<file path="src/rtl/wake_decision_pkg.sv">
// Shared types and helpers for the wake decision block: FSM encoding and
// index-width helper used by both the top and the hit counter.
package wake_decision_pkg;

  typedef enum logic [1:0] {
    IDLE = 2'd0,
    SCAN = 2'd1,
    OUT  = 2'd2
  } wrd_state_e;

  // Bits needed to index n distinct values, never less than one.
  function automatic int class_bw(input int n);
    return (n > 1) ? $clog2(n) : 1;
  endfunction

endpackage

</file>
<file path="src/rtl/wake_hit_counter.sv">
// Consecutive wake-hit counter: fires when the current hit completes a streak
// of HIT_COUNT qualifying frames, then re-arms. Advances only on a handshake.
module wake_hit_counter
  import wake_decision_pkg::*;
#(
  parameter int HIT_COUNT = 2
) (
  input  logic clk_i,
  input  logic rst_i,
  input  logic hit_i,
  input  logic handshake_i,
  output logic wake_o
);

  localparam int CNT_BW = class_bw(HIT_COUNT);

  logic [CNT_BW-1:0] cnt_q, cnt_d;

  always_comb begin
    wake_o = hit_i && (cnt_q == CNT_BW'(HIT_COUNT - 1));
  end

  // The count never passes HIT_COUNT-1 because a firing frame clears it.
  always_comb begin
    cnt_d = cnt_q;
    if (handshake_i) begin
      if (wake_o) begin
        cnt_d = '0;
      end else if (hit_i) begin
        cnt_d = cnt_q + CNT_BW'(1);
      end else begin
        cnt_d = '0;
      end
    end
  end

  always_ff @(posedge clk_i or posedge rst_i) begin
    if (rst_i) begin
      cnt_q <= '0;
    end else begin
      cnt_q <= cnt_d;
    end
  end

endmodule

</file>
<file path="src/rtl/wake_decision.sv">
// Per-frame argmax over the class scores (one class per cycle) with a
// registered result beat and a consecutive wake-hit decision.
module wake_decision
  import wake_decision_pkg::*;
#(
  parameter int                     O_BW        = 24,
  parameter int                     NUM_CLASSES = 3,
  parameter int                     WAKE_CLASS  = 1,
  parameter logic signed [O_BW-1:0] THRESHOLD   = '0,
  parameter int                     HIT_COUNT   = 2
) (
  input  logic                                 clk_i,
  input  logic                                 rst_i,
  input  logic [NUM_CLASSES*O_BW-1:0]          data_i,
  input  logic                                 valid_i,
  input  logic                                 last_i,
  output logic                                 ready_o,
  output logic [class_bw(NUM_CLASSES)-1:0]     class_o,
  output logic [O_BW-1:0]                      score_o,
  output logic                                 wake_o,
  output logic                                 valid_o,
  output logic                                 last_o,
  input  logic                                 ready_i
);

  localparam int CLASS_BW = class_bw(NUM_CLASSES);
  localparam int IDX_BW   = class_bw(NUM_CLASSES + 1);

  wrd_state_e state_q, state_d;

  logic [NUM_CLASSES*O_BW-1:0] data_q, data_d;
  logic                        last_q, last_d;
  logic signed [O_BW-1:0]      best_q, best_d;
  logic [CLASS_BW-1:0]         best_idx_q, best_idx_d;
  logic [IDX_BW-1:0]           idx_q, idx_d;
  logic                        hit_q, hit_d;

  logic signed [O_BW-1:0]      scores [NUM_CLASSES];
  logic signed [O_BW-1:0]      cand;
  logic                        scan_done;
  logic                        accept;
  logic                        handshake;
  logic                        wake_raw;

  for (genvar i = 0; i < NUM_CLASSES; i++) begin : g_unpack
    assign scores[i] = data_q[i*O_BW +: O_BW];
  end

  // idx_q reaches NUM_CLASSES one cycle after the last comparison; that
  // extra SCAN cycle is where the result and hit flag are latched.
  always_comb begin
    cand = '0;
    for (int i = 0; i < NUM_CLASSES; i++) begin
      if (idx_q == IDX_BW'(i)) begin
        cand = scores[i];
      end
    end
    scan_done = (idx_q == IDX_BW'(NUM_CLASSES));
    accept    = ready_o && valid_i;
    handshake = valid_o && ready_i;
  end

  always_ff @(posedge clk_i or posedge rst_i) begin
    if (rst_i) begin
      state_q <= IDLE;
    end else begin
      state_q <= state_d;
    end
  end

  always_comb begin
    state_d = state_q;
    case (state_q)
      IDLE:    if (accept)    state_d = SCAN;
      SCAN:    if (scan_done) state_d = OUT;
      OUT:     if (handshake) state_d = IDLE;
      default:                state_d = IDLE;
    endcase
  end

  // Strict greater-than keeps the lower index on ties.
  always_comb begin
    data_d     = data_q;
    last_d     = last_q;
    best_d     = best_q;
    best_idx_d = best_idx_q;
    idx_d      = idx_q;
    hit_d      = hit_q;
    if (state_q == IDLE && accept) begin
      data_d     = data_i;
      last_d     = last_i;
      best_d     = data_i[O_BW-1:0];
      best_idx_d = '0;
      idx_d      = IDX_BW'(1);
    end else if (state_q == SCAN) begin
      if (scan_done) begin
        hit_d = (best_idx_q == CLASS_BW'(WAKE_CLASS)) && (best_q > THRESHOLD);
      end else begin
        if (cand > best_q) begin
          best_d     = cand;
          best_idx_d = CLASS_BW'(idx_q);
        end
        idx_d = idx_q + IDX_BW'(1);
      end
    end
  end

  always_ff @(posedge clk_i or posedge rst_i) begin
    if (rst_i) begin
      data_q     <= '0;
      last_q     <= 1'b0;
      best_q     <= '0;
      best_idx_q <= '0;
      idx_q      <= '0;
      hit_q      <= 1'b0;
    end else begin
      data_q     <= data_d;
      last_q     <= last_d;
      best_q     <= best_d;
      best_idx_q <= best_idx_d;
      idx_q      <= idx_d;
      hit_q      <= hit_d;
    end
  end

  wake_hit_counter #(
    .HIT_COUNT (HIT_COUNT)
  ) u_hits (
    .clk_i       (clk_i),
    .rst_i       (rst_i),
    .hit_i       (hit_q),
    .handshake_i (handshake),
    .wake_o      (wake_raw)
  );

  // ready_o is held low while reset is asserted so every output reads 0.
  always_comb begin
    ready_o = (state_q == IDLE) && !rst_i;
    valid_o = (state_q == OUT);
    class_o = best_idx_q;
    score_o = best_q;
    last_o  = last_q;
    wake_o  = wake_raw && valid_o;
  end

endmodule

</file>
<file path="config.mk">
export PLATFORM = sky130hd
export DESIGN_NAME = wake_decision
export DESIGN_NICKNAME = d
export VERILOG_FILES = /design/src/rtl/wake_decision_pkg.sv /design/src/rtl/wake_hit_counter.sv /design/src/rtl/wake_decision.sv
export SDC_FILE = /design/constraint.sdc
export NUM_CORES = 1
export LEC_CHECK = 0
export BUFFER_PORTS_ARGS = -buffer_cell sky130_fd_sc_hd__buf_4
export CAP_MARGIN = 20
export CORE_ASPECT_RATIO = 0.7
export CORE_UTILIZATION = 55
export CTS_CLUSTER_DIAMETER = 50
export DETAILED_ROUTE_END_ITERATION = 6
export GPL_TIMING_DRIVEN = 0
export PLACE_DENSITY_LB_ADDON = 0.05
export SLEW_MARGIN = 10
export SYNTH_ARGS = -nofsm -noshare
export SYNTH_HDL_FRONTEND = slang
export SYNTH_SLANG_ARGS = --single-unit
</file>
<file path="constraint.sdc">
create_clock -name clk_i -period 3.9 [get_ports clk_i]
set_input_delay 0.78 -clock clk_i [delete_from_list [all_inputs] [get_ports clk_i]]
set_output_delay 0.78 -clock clk_i [all_outputs]
set_load 0.02 [all_outputs]
</file>
* After elaboration in Yosys (flattened, before gate mapping) *
Index checks and enable logic that the tools add are counted.

word-level totals
  bits in read-only memories = 0
  output and inout port bits = 30
  memories = 0
  register bits = 105
  word-level logic and storage cells = 59
  input port bits = 77
  RAM bits = 0
  latch bits = 0

operators by class
  equality and inequality tests = 10
  divide/modulo/power cells = 0
  muxes and demuxes = 20
  bitwise operators = 1
  reductions and logical operators = 16
  magnitude comparators = 2
  shift operators = 0
  $add $sub $neg = 2
  $mul = 0

operators by type and width
  kind                 number
  $mux 24              7
  $gt 24x1->1 const B  1
  $gt 24x24->1         1
  $mux 2               10
  $reduce_and 3->1     3
  $logic_and 1x1->1    7
  $eq 2x1->1 const B   3
  $eq 2x2->1 const B   3
  $pmux 2 s3           1
  $logic_not 2->1      2
  $ne 2x1->1 const B   2
  $ne 2x2->1 const B   2
  $reduce_bool 2->1    2
  $add 2x1->2 const B  1
  $mux 1               2
  $reduce_and 2->1     1
  $add 1x1->1 const B  1
  $logic_not 1->1      1
  $not 1->1            1

* Logic depth before layout (Yosys ltp) *
Gate-level depths: netlist of the first run.

  depth after elaboration = 9
  mapped depth = 17
  gate-level depth less buffers = 14

* Modules after synthesis *
Synthesis of the first run repeated with hierarchy kept, for this count alone.

unflattened totals
  cells, all modules = 660
  area, all modules = 5511.5 µm²

by module, submodules not included
  module            area each (µm²)  times used  cells an instance
  wake_decision     5462.7           1           655
  wake_hit_counter  48.8             1           5

* Worst setup path after synthesis of the first run *
Ideal clock, no wire load.

  kind = register to register
  start point = reg idx_q[1]
  end point = reg best_q[10] (netlist: score_o[10])
  data required time = 3.768 ns
  data arrival time = 3.177 ns
  setup time = 0.132 ns
  stages on the path, launching flop included = 16
  period minus slack after synthesis = 3.308 ns
  path slack = 0.592 ns
  cell sequence = dfrtp_1 > inv_1 > ha_1 > clkbuf_1 > buf_1 > a21oi_1 > o21a_1 > inv_1 > ha_1 > and4_4 > a221o_1 > nor4b_4 > or2_1 > buf_6 > buf_12 > o211ai_2

between the ends
  word-level cells in the longest chain between the ends = 8

ends and longest elaborated chain
  what                                                  RTL line              RTL
  start: declaration                                    wake_decision.sv:35   logic [IDX_BW-1:0] idx_q, idx_d;
  start signal: assignment                              wake_decision.sv:121  idx_q <= idx_d;
  branches (longest 8 deep; another with $gt 24x24->1)  n/a
  end signal: assignment                                wake_decision.sv:119  best_q <= best_d;
  end: declaration                                      wake_decision.sv:33   logic signed [O_BW-1:0] best_q, best_d;

Several ways; the timed one is not identified. The select of a mux whose other input is x is not followed.
A chain may end at the register's enable or synchronous reset.

* Worst setup path in the final report of the first run *
  start point = reg idx_q[0]
  end point = reg best_q[21] (netlist: score_o[21])

Same word-level chain as after synthesis.

==> flow_metrics.tcl, run 1 <==
set metrics [dict create \
    maxSlewHeadroom_pct 51.74 \
    route.detailed.drc 0 \
    antenna_found_initial 0 \
    routabilityCongestion 0.8821 \
    wirelength_mm 15.68 \
    die_h_um 86.85 \
    wl_per_cell_um 16.81 \
    grt_pass1_vias 4941 \
    hp-class "in -> async" \
    hold_viol 0 \
    syn_inst 682 \
    layoutNonFillerInstCount 933 \
    total_power_w 0.006550 \
    port_buffers 106 \
    core_um2 9834 \
    ant_nets 0 \
    start_util_pct 57.52 \
    dieArea_um2 10700 \
    ys_seq_area_share_pct 46.45 \
    setup_viol 0 \
    viasPerCell 5.430 \
    required_ns 4.12 \
    finish.net_count 906 \
    clk_latency_ns 0.36 \
    ys_warn_count 0 \
    cts_tree "built" \
    core.rowCount 30 \
    synth.top_cell.area_share_pct 46.45 \
    root_buffer "clkbuf_16" \
    max_freq_mhz 268.9 \
    vdd_drop_max_uv 462.4 \
    die_w_um 123.2 \
    end_kind "register" \
    hpwl_mm 11.27 \
    placed_cells 917 \
    synth_area_leaders "dfrtp_1, nand2_1, ha_1, o211ai_2, o211ai_1" \
    synth_enable_flop_cells 0 \
    synthTopCellsByCount "nand2_1, dfrtp_1, inv_1, a21oi_1, o211ai_1" \
    worstPathArrival_ns 3.94 \
    area_delta_synth_final_pct 23.69 \
    pin_count 107 \
    worst_slew_pin_slew_ns 0.7239 \
    clockBufferDepth 2 \
    drtIter0Drc 401 \
    fin_crit_sh_pct 95.34 \
    path_class "reg -> reg" \
    cellPowerDensity_nw_per_um2 936.2 \
    maxCapViolCount 0 \
    drt_first_pass_iters 5 \
    synth_seq_cells 105 \
    status "completed" \
    async_reset_ff_share_pct 100.0 \
    yosysMostFrequentCell "nand2_1" \
    start_kind "register" \
    cellLeakagePower_nw 3.699 \
    num_vias 5066 \
    final_util_pct 71.15 \
    finalCriticalPeriod_ns 3.718 \
    cts_made_buffers 9 \
    synth_top_area_cell "dfrtp_1" \
    slew_violations 0 \
    crit_fanout 10 \
    ys.flop_type "dfrtp_1" \
    synthesis.area_um2 5657 \
    grtUsageTotal_pct 31.53 \
    ys_types 36 \
    grt_pass1_wl_mm 25.03 \
    clock-skew-final_ns 0.01167 \
    holdBufCountCts 0 \
    syn_area_per_cell_um2 8.294 \
    synth_fp_nets 787 \
    grt_max_degree 87 \
    clkTransAtPathRegs_ns 0.07 \
    antenna_cells 0 \
    cts_sinks 105 \
    rsz0062_at_grt "no" \
    ctsHtreeMaxLevel 3 \
    gr-total-overflow 0 \
    drive_above_1_share_pct 20.25 \
]
## sequential cells by signal, summed over array words and instances, names as in the netlist
register	count
idx_q	2
class_o	2
u_hits.cnt_q	1
score_o	24
state_q	2
data_q	72
hit_q	1
last_o	1
## path summary, 6_finish.rpt
check                           slack [ns]     endpoint  cells past startpoint  startpoint
worst max-delay path                  0.18  score_o[21]                     14    idx_q[0]
max in group asynchronous             2.87   data_q[54]                      3       rst_i
worst max register to register        0.18  score_o[21]                     14    idx_q[0]
min in group clk_i                    0.48   data_q[63]                      2  data_q[63]
worst min register to register        0.48   data_q[63]                      2  data_q[63]
worst min-delay path                  0.36   data_q[44]                      2       rst_i
## metal layers
metal | track usage, % | routed length [µm] | vias up
met4 | 10.73 | 333 | 0
met2 | 47.69 | 7031 | 198
li1 | - | - | 2459
met1 | 44.59 | 7098 | 2381
met3 | 7.461 | 1218 | 28
met5 | 0 | 0 | -
## cell families (layout without fill, tap and decap cells)
logic type,Yosys count,in the layout,synth area share (%)
adders and majority gates,28,28,6.193
xor gates and xnor gates,1,1,0.1549
and+or+nand+nor,336,336,24.20
muxes,2,2,0.3539
AOI/OAI and AO/OA,120,120,15.93
DFF,105,105,46.45
buffers and inverters,90,213,6.724
## cell type report
type                       count  area, µm²
timing repair buffer         109      838.3
clock inverter                 5      80.08
fill                         826       2838
sequential                   105       2628
clock buffer                  10      239.0
multi-input combinational    487       2651
inverter                      52      200.2
buffer                        37      200.2
tap                          128      160.2
## worst max-delay path, cell delays in order (launching register included)
cell	delay, ns
dfrtp_1	0.42
inv_1	0.13
ha_1	0.21
clkbuf_2	0.29
clkbuf_4	0.29
o21a_1	0.20
inv_1	0.07
ha_1	0.32
and4_4	0.22
a221o_1	0.39
nor4b_4	0.44
or2_1	0.17
buf_6	0.16
buf_12	0.15
o211ai_2	0.10
## metrics by stage
stage	area, µm²	hold slack [ns]	setup slack, ns	setup TNS, ns
global placement	6613	0.4578	-0.8566	-92.48
floorplan	5657	0.4455	0.3595	0
finish	6997	0.3597	0.1816	0
CTS	6967	0.3661	0.02866	0
detailed placement	6645	0.4628	-0.2595	-5.680
global route	6997	0.3732	0.004761	0
## where the power goes
group          total [W]  switching (W)  leakage [nW]  internal [W]
combinational    0.00356        0.00211          2.24       0.00146
clock           0.000996       0.000420         0.151      0.000576
sequential       0.00199       0.000388          1.31       0.00160
total            0.00655        0.00292          3.70       0.00363
## cells in the final DEF, fill, tap and decap left out, drive strengths merged, types with 2 or more instances in the layout
cell type,n
nand2,279
buf,115
dfrtp,105
inv,52
o211ai,51
clkbuf,41
a21oi,36
nor2,29
ha,28
o21a,24
nor4,5
o21ai,5
and4,4
nand4,3
nor3,3
and3,2
nand3,2
nor2b,2
nand2b,2
mux2i,2
clkinvlp,2
bufinv,2
## repair_timing
| action | in CTS | in global routing |
|---|---|---|
| buffers inserted | 0 | 2 |
| endpoints found under the setup margin | 26 | 26 |
| gates resized for setup | 5 | 14 |
| cloned | 0 | 0 |
| pin swaps | 0 | 1 |
No activity file was read; power rests on OpenSTA's default activity.
==> run 2, diff against run 1 <==
==> constraint.sdc (replaced) <==
create_clock -name clk_i -period 3.9 [get_ports clk_i]
set_input_delay 0.195 -clock clk_i [delete_from_list [all_inputs] [get_ports clk_i]]
set_output_delay 0.195 -clock clk_i [all_outputs]
set_load 0.02 [all_outputs]
==> flow_metrics.tcl, run 2 (synthesized netlist as in run 1, its figures left out) <==
set metrics [dict create \
    status "completed" \
    reg2reg_from "idx_q[0]" \
    ant_nets 0 \
    grt_util_met3_pct 7.526 \
    grt_pass1_wl_mm 25.07 \
    hold_depth 3 \
    finalCriticalPeriod_ns 3.706 \
    die_h_um 86.85 \
    wl_per_cell_um 16.72 \
    pin_count 107 \
    root_buffer "clkbuf_16" \
    drtIter0Drc 467 \
    max_freq_mhz 269.8 \
    start_util_pct 57.52 \
    area_delta_synth_final_pct 23.87 \
    r2r_cells 14 \
    hp-class "in -> reg" \
    clkPwrFrac_pct 15.2 \
    rsz0062_at_grt "no" \
    grt_pass1_vias 4949 \
    setup_viol 0 \
    viasPerCell 5.394 \
    hold_viol 0 \
    ctsHtreeMaxLevel 3 \
    start_kind "register" \
    core_um2 9834 \
    drt_first_pass_iters 5 \
    crit_fanout 10 \
    wirelength_mm 15.62 \
    grtUsageTotal_pct 31.57 \
    end_kind "register" \
    largest_register_ffs 72 \
    drive_above_1_share_pct 20.22 \
    final.setup.tns_ns 0 \
    clockBufferDepth 2 \
    grt_max_degree 87 \
    p_comb_share_pct 54.4 \
    grt-busiest-layer "met2" \
    worstPathArrival_ns 3.93 \
    cellPowerDensity_nw_per_um2 934.5 \
    vdd_drop_max_uv 454.6 \
    r2r_slack_ns 0.19 \
    cts_tree "built" \
    gr-total-overflow 0 \
    dieArea_um2 10700 \
    hold_path.startpoint "data_i[29]" \
    regMostFlops "data_q" \
    cts_made_buffers 9 \
    power_switching_w 0.002914 \
    p_seq_share_pct 30.4 \
    route.detailed.drc 0 \
    regToRegEndpoint "score_o[21]" \
    clk_latency_ns 0.36 \
    slew_violations 0 \
    place_ws_ns -0.2595 \
    cts_sinks 105 \
    grtUsageMet1_pct 44.54 \
    p_sw_share_pct 44.51 \
    finish.net_count 907 \
    most-common-layout-cells "nand2_1, buf_4, dfrtp_1" \
    met2_usage_pct 47.84 \
    p_int_w 0.003633 \
    die_w_um 123.2 \
    antenna_cells 0 \
    final_area_um2 7007 \
    clock-skew-final_ns 0.01395 \
    core.rowCount 30 \
    antenna_found_initial 0 \
    layout_commonest_cell "nand2_1" \
    min_to "data_q[29]" \
    num_vias 5038 \
    placed_cell_area_um2 6645 \
    maxSlewHeadroom_pct 53.00 \
    hpwl_mm 11.27 \
    clkTransAtPathRegs_ns 0.08 \
    setup_ws_ns 0.1939 \
    worst_slew_pin_slew_ns 0.7050 \
    fin_crit_sh_pct 95.03 \
    total_power_w 0.006548 \
    maxCapViolCount 0 \
    port_buffers 106 \
    required_ns 4.12 \
    routabilityCongestion 0.8821 \
    path_class "reg -> reg" \
    cellLeakagePower_nw 3.703 \
]
[run 2: changes by cell type in the layout (fill, tap and decap cells not counted)]
cell,previous run,this run
dlygate4sd3_1,0,1
[run 2: how the worst max path moves through the flow]
stage / from / endpoint / slack (ns) / depth (start not counted)
2_1_floorplan: idx_q[1] / score_o[10] / 0.59 / 15
3_3_place_gp: rst_i / data_q[41] / -0.27 / 2
3_5_place_dp: idx_q[1] / score_o[3] / -0.26 / 16
4_1_cts: idx_q[1] / score_o[17] / 0.03 / 16
5_1_grt: idx_q[0] / score_o[17] / 0.03 / 15
6_report: idx_q[0] / score_o[21] / 0.19 / 14
[run 2: final cells by class]
| class | instances | area, µm² |
|---|---|---|
| inverter | 52 | 200.2 |
| tap | 128 | 160.2 |
| fill | 824 | 2828 |
| multi-input combinational | 487 | 2651 |
| buffer | 37 | 200.2 |
| timing repair buffer | 110 | 848.3 |
| sequential | 105 | 2628 |
| clock inverter | 5 | 80.08 |
| clock buffer | 10 | 239.0 |
[run 2: per-layer routing]
layer	up-vias	part of all wire, %
met1	2361	45
met5	-	0
met3	39	7.6
met4	0	2.5
li1	2450	-
met2	188	45
[run 2: metrics by stage]
| step | std cells | hold slack [ns] | util [%] |
|---|---|---|---|
| 3_3_place_gp | 916 | 0.3828 | 67.24 |
| 5_1_grt | 934 | 0.02280 | 71.25 |
| 3_5_place_dp | 917 | 0.1534 | 67.57 |
| 2_1_floorplan | 682 | 0.3004 | - |
| 6_report | 934 | 0.02110 | 71.25 |
| 4_1_cts | 932 | 0.02164 | 70.94 |
[run 2: power by group through the flow]
stage	Clock, W	Sequential [W]	Combinational [W]
global placement	0	0.00197	0.00330
floorplan	0	0.00202	0.00235
CTS	0.000997	0.00198	0.00348
global route	0.00104	0.00205	0.00394
finish	0.000996	0.00199	0.00356
detailed placement	0	0.00199	0.00344
[run 2: critical path, cell delays in order, from the launching register on]
cell      delay [ns]
dfrtp_1         0.43
inv_1           0.12
ha_1            0.21
clkbuf_2        0.29
clkbuf_4        0.28
o21a_1          0.20
inv_1           0.06
ha_1            0.32
and4_4          0.22
a221o_1         0.40
nor4b_4         0.43
or2_1           0.17
buf_6           0.16
buf_12          0.15
o211ai_2        0.10
[run 2: what timing repair did]
item,4_1_cts,5_1_grt
buffers inserted,0,2
hold buffers,1,0
endpoints found under the hold margin,19,0
setup endpoints to repair,26,26
resized for setup,5,14
pin swaps,0,1
==> run 3, diff against run 2 <==
Settings changed: CORE_ASPECT_RATIO 0.7 to 0.6.
==> flow_metrics.tcl, run 3 (synthesized netlist as in run 1, its figures left out) <==
set metrics [dict create \
    status "completed" \
    die_w_um 132.9 \
    dieArea_um2 10710 \
    hold_path.startpoint "data_i[63]" \
    place_ws_ns -0.1464 \
    clock-skew-final_ns 0.006132 \
    max_freq_mhz 268.9 \
    ant_nets 0 \
    cts_made_buffers 9 \
    clkTransAtPathRegs_ns 0.07 \
    wl_met3_mm 1.293 \
    area_delta_synth_final_pct 23.53 \
    dr_wl_met2_mm 6.726 \
    root_buffer "clkbuf_16" \
    hpwl_mm 11.46 \
    worst_slew_pin_slew_ns 0.7602 \
    r2r_slack_ns 0.18 \
    rsz0062_at_grt "no" \
    most-common-layout-cells "nand2_1, buf_4, dfrtp_1" \
    wirelength_mm 15.70 \
    path_cells "inv_1 > ha_1 > clkbuf_2 > clkbuf_2 > a21oi_1 > o21a_1 > inv_1 > ha_1 > and4_4 > a221o_1 > nor4b_4 > or2_1 > buf_6 > buf_12 > o211ai_2" \
    gr-total-overflow 0 \
    pin_count 107 \
    clockBufferDepth 2 \
    clk_latency_ns 0.35 \
    path_class "reg -> reg" \
    grt_max_degree 85 \
    hp-class "in -> reg" \
    crit_fanout 10 \
    finalCriticalPeriod_ns 3.719 \
    maxSlewHeadroom_pct 49.32 \
    final_area_um2 6988 \
    regMostFlops "data_q" \
    cellPowerDensity_nw_per_um2 928.0 \
    reg2reg_from "idx_q[1]" \
    num_vias 5129 \
    maxCapViolCount 0 \
    route.detailed.drc 0 \
    slew_violations 0 \
    start_util_pct 57.05 \
    drt_first_pass_iters 5 \
    required_ns 4.13 \
    setup_ws_ns 0.1809 \
    layoutNonFillerInstCount 942 \
    port_buffers 106 \
    viasPerCell 5.445 \
    wl_per_cell_um 16.66 \
    hold_viol 0 \
    largest_register_ffs 72 \
    cts_tree "built" \
    critical_path.slowest_cell "dfrtp_1" \
    setup.worst_path.start "idx_q[1]" \
    r2r_cells 15 \
    end_kind "register" \
    hold_depth 3 \
    fin_crit_sh_pct 95.36 \
    grt_pass1_vias 4937 \
    maxUsedRoutingLayer "met4" \
    max_stage_delay_ns 0.41 \
    placed_cell_area_um2 6654 \
    setup_viol 0 \
    cellLeakagePower_nw 3.699 \
    antenna_cells 0 \
    grt_pass1_wl_mm 25.01 \
    drtIter0Drc 387 \
    final.setup.tns_ns 0 \
    vdd_drop_max_uv 504.1 \
    start_kind "register" \
    grtUsageTotal_pct 30.92 \
    placed_cells 924 \
    antenna_found_initial 0 \
    die_h_um 80.56 \
    finish.net_count 907 \
    regToRegEndpoint "score_o[3]" \
    ctsHtreeMaxLevel 3 \
    worstPathArrival_ns 3.94 \
    routabilityCongestion 0.8561 \
    core_um2 9915 \
    cts_sinks 105 \
    drt-met1-wl_mm 7.437 \
    final_util_pct 70.48 \
    core.rowCount 28 \
    drive_above_1_share_pct 20.07 \
    layout_commonest_cell "nand2_1" \
    min_to "data_q[63]" \
]
## run 3: where the power goes
part           switching, W  internal [W]  total, W
Sequential         0.000384       0.00160   0.00199
Combinational       0.00211       0.00145   0.00356
Clock              0.000418      0.000518  0.000936
## run 3: per-stage QoR
stage	hold WS, ns	total power, W
floorplan	0.3004	0.004370
global placement	0.3831	0.005285
detailed placement	0.1617	0.005416
CTS	0.02062	0.006383
global route	0.02471	0.006957
finish	0.02367	0.006485
## run 3: critical path: cells and delay by family, from the launching register on
kind                     cells  cell delay [ns]
adder cells (fa/ha/maj)      2             0.47
flip-flops                   1             0.41
AO/OA/AOI/OAI                4             0.80
AND/OR/NAND/NOR              3             0.80
buffers and inverters        6             1.09
## run 3: worst max path at each step
stage	endpoint	slack, ns	cells past startpoint
after floorplan	score_o[10]	0.59	15
after global placement	data_q[37]	-0.28	2
after detailed placement	score_o[3]	-0.15	14
after CTS	score_o[3]	0.02	15
after global routing	score_o[12]	0.005	16
final	score_o[3]	0.18	15
## run 3: area by class of cell
type	count	area, µm²
Fill cell	832	2927
Multi-Input combinational cell	487	2651
Sequential cell	105	2628
Timing Repair Buffer	110	848.3
Clock buffer	12	246.5
Inverter	52	200.2
Buffer	37	192.7
Tap cell	135	168.9
Clock inverter	4	52.55
## run 3: routing by layer
metal / vias to the layer above / global-route usage (%)
met5: - / 0
met4: 0 / 9.655
met3: 25 / 6.755
met2: 209 / 47.23
met1: 2439 / 43.81
li1: 2456 / -
## run 3: repair_timing
item	4_1_cts	5_1_grt
gates cloned	0	0
buffers inserted	0	2
endpoints found under the setup margin	26	26
resized for setup	4	11
pin swaps	0	1
endpoints found under the hold margin	21	0
hold buffers	1	0
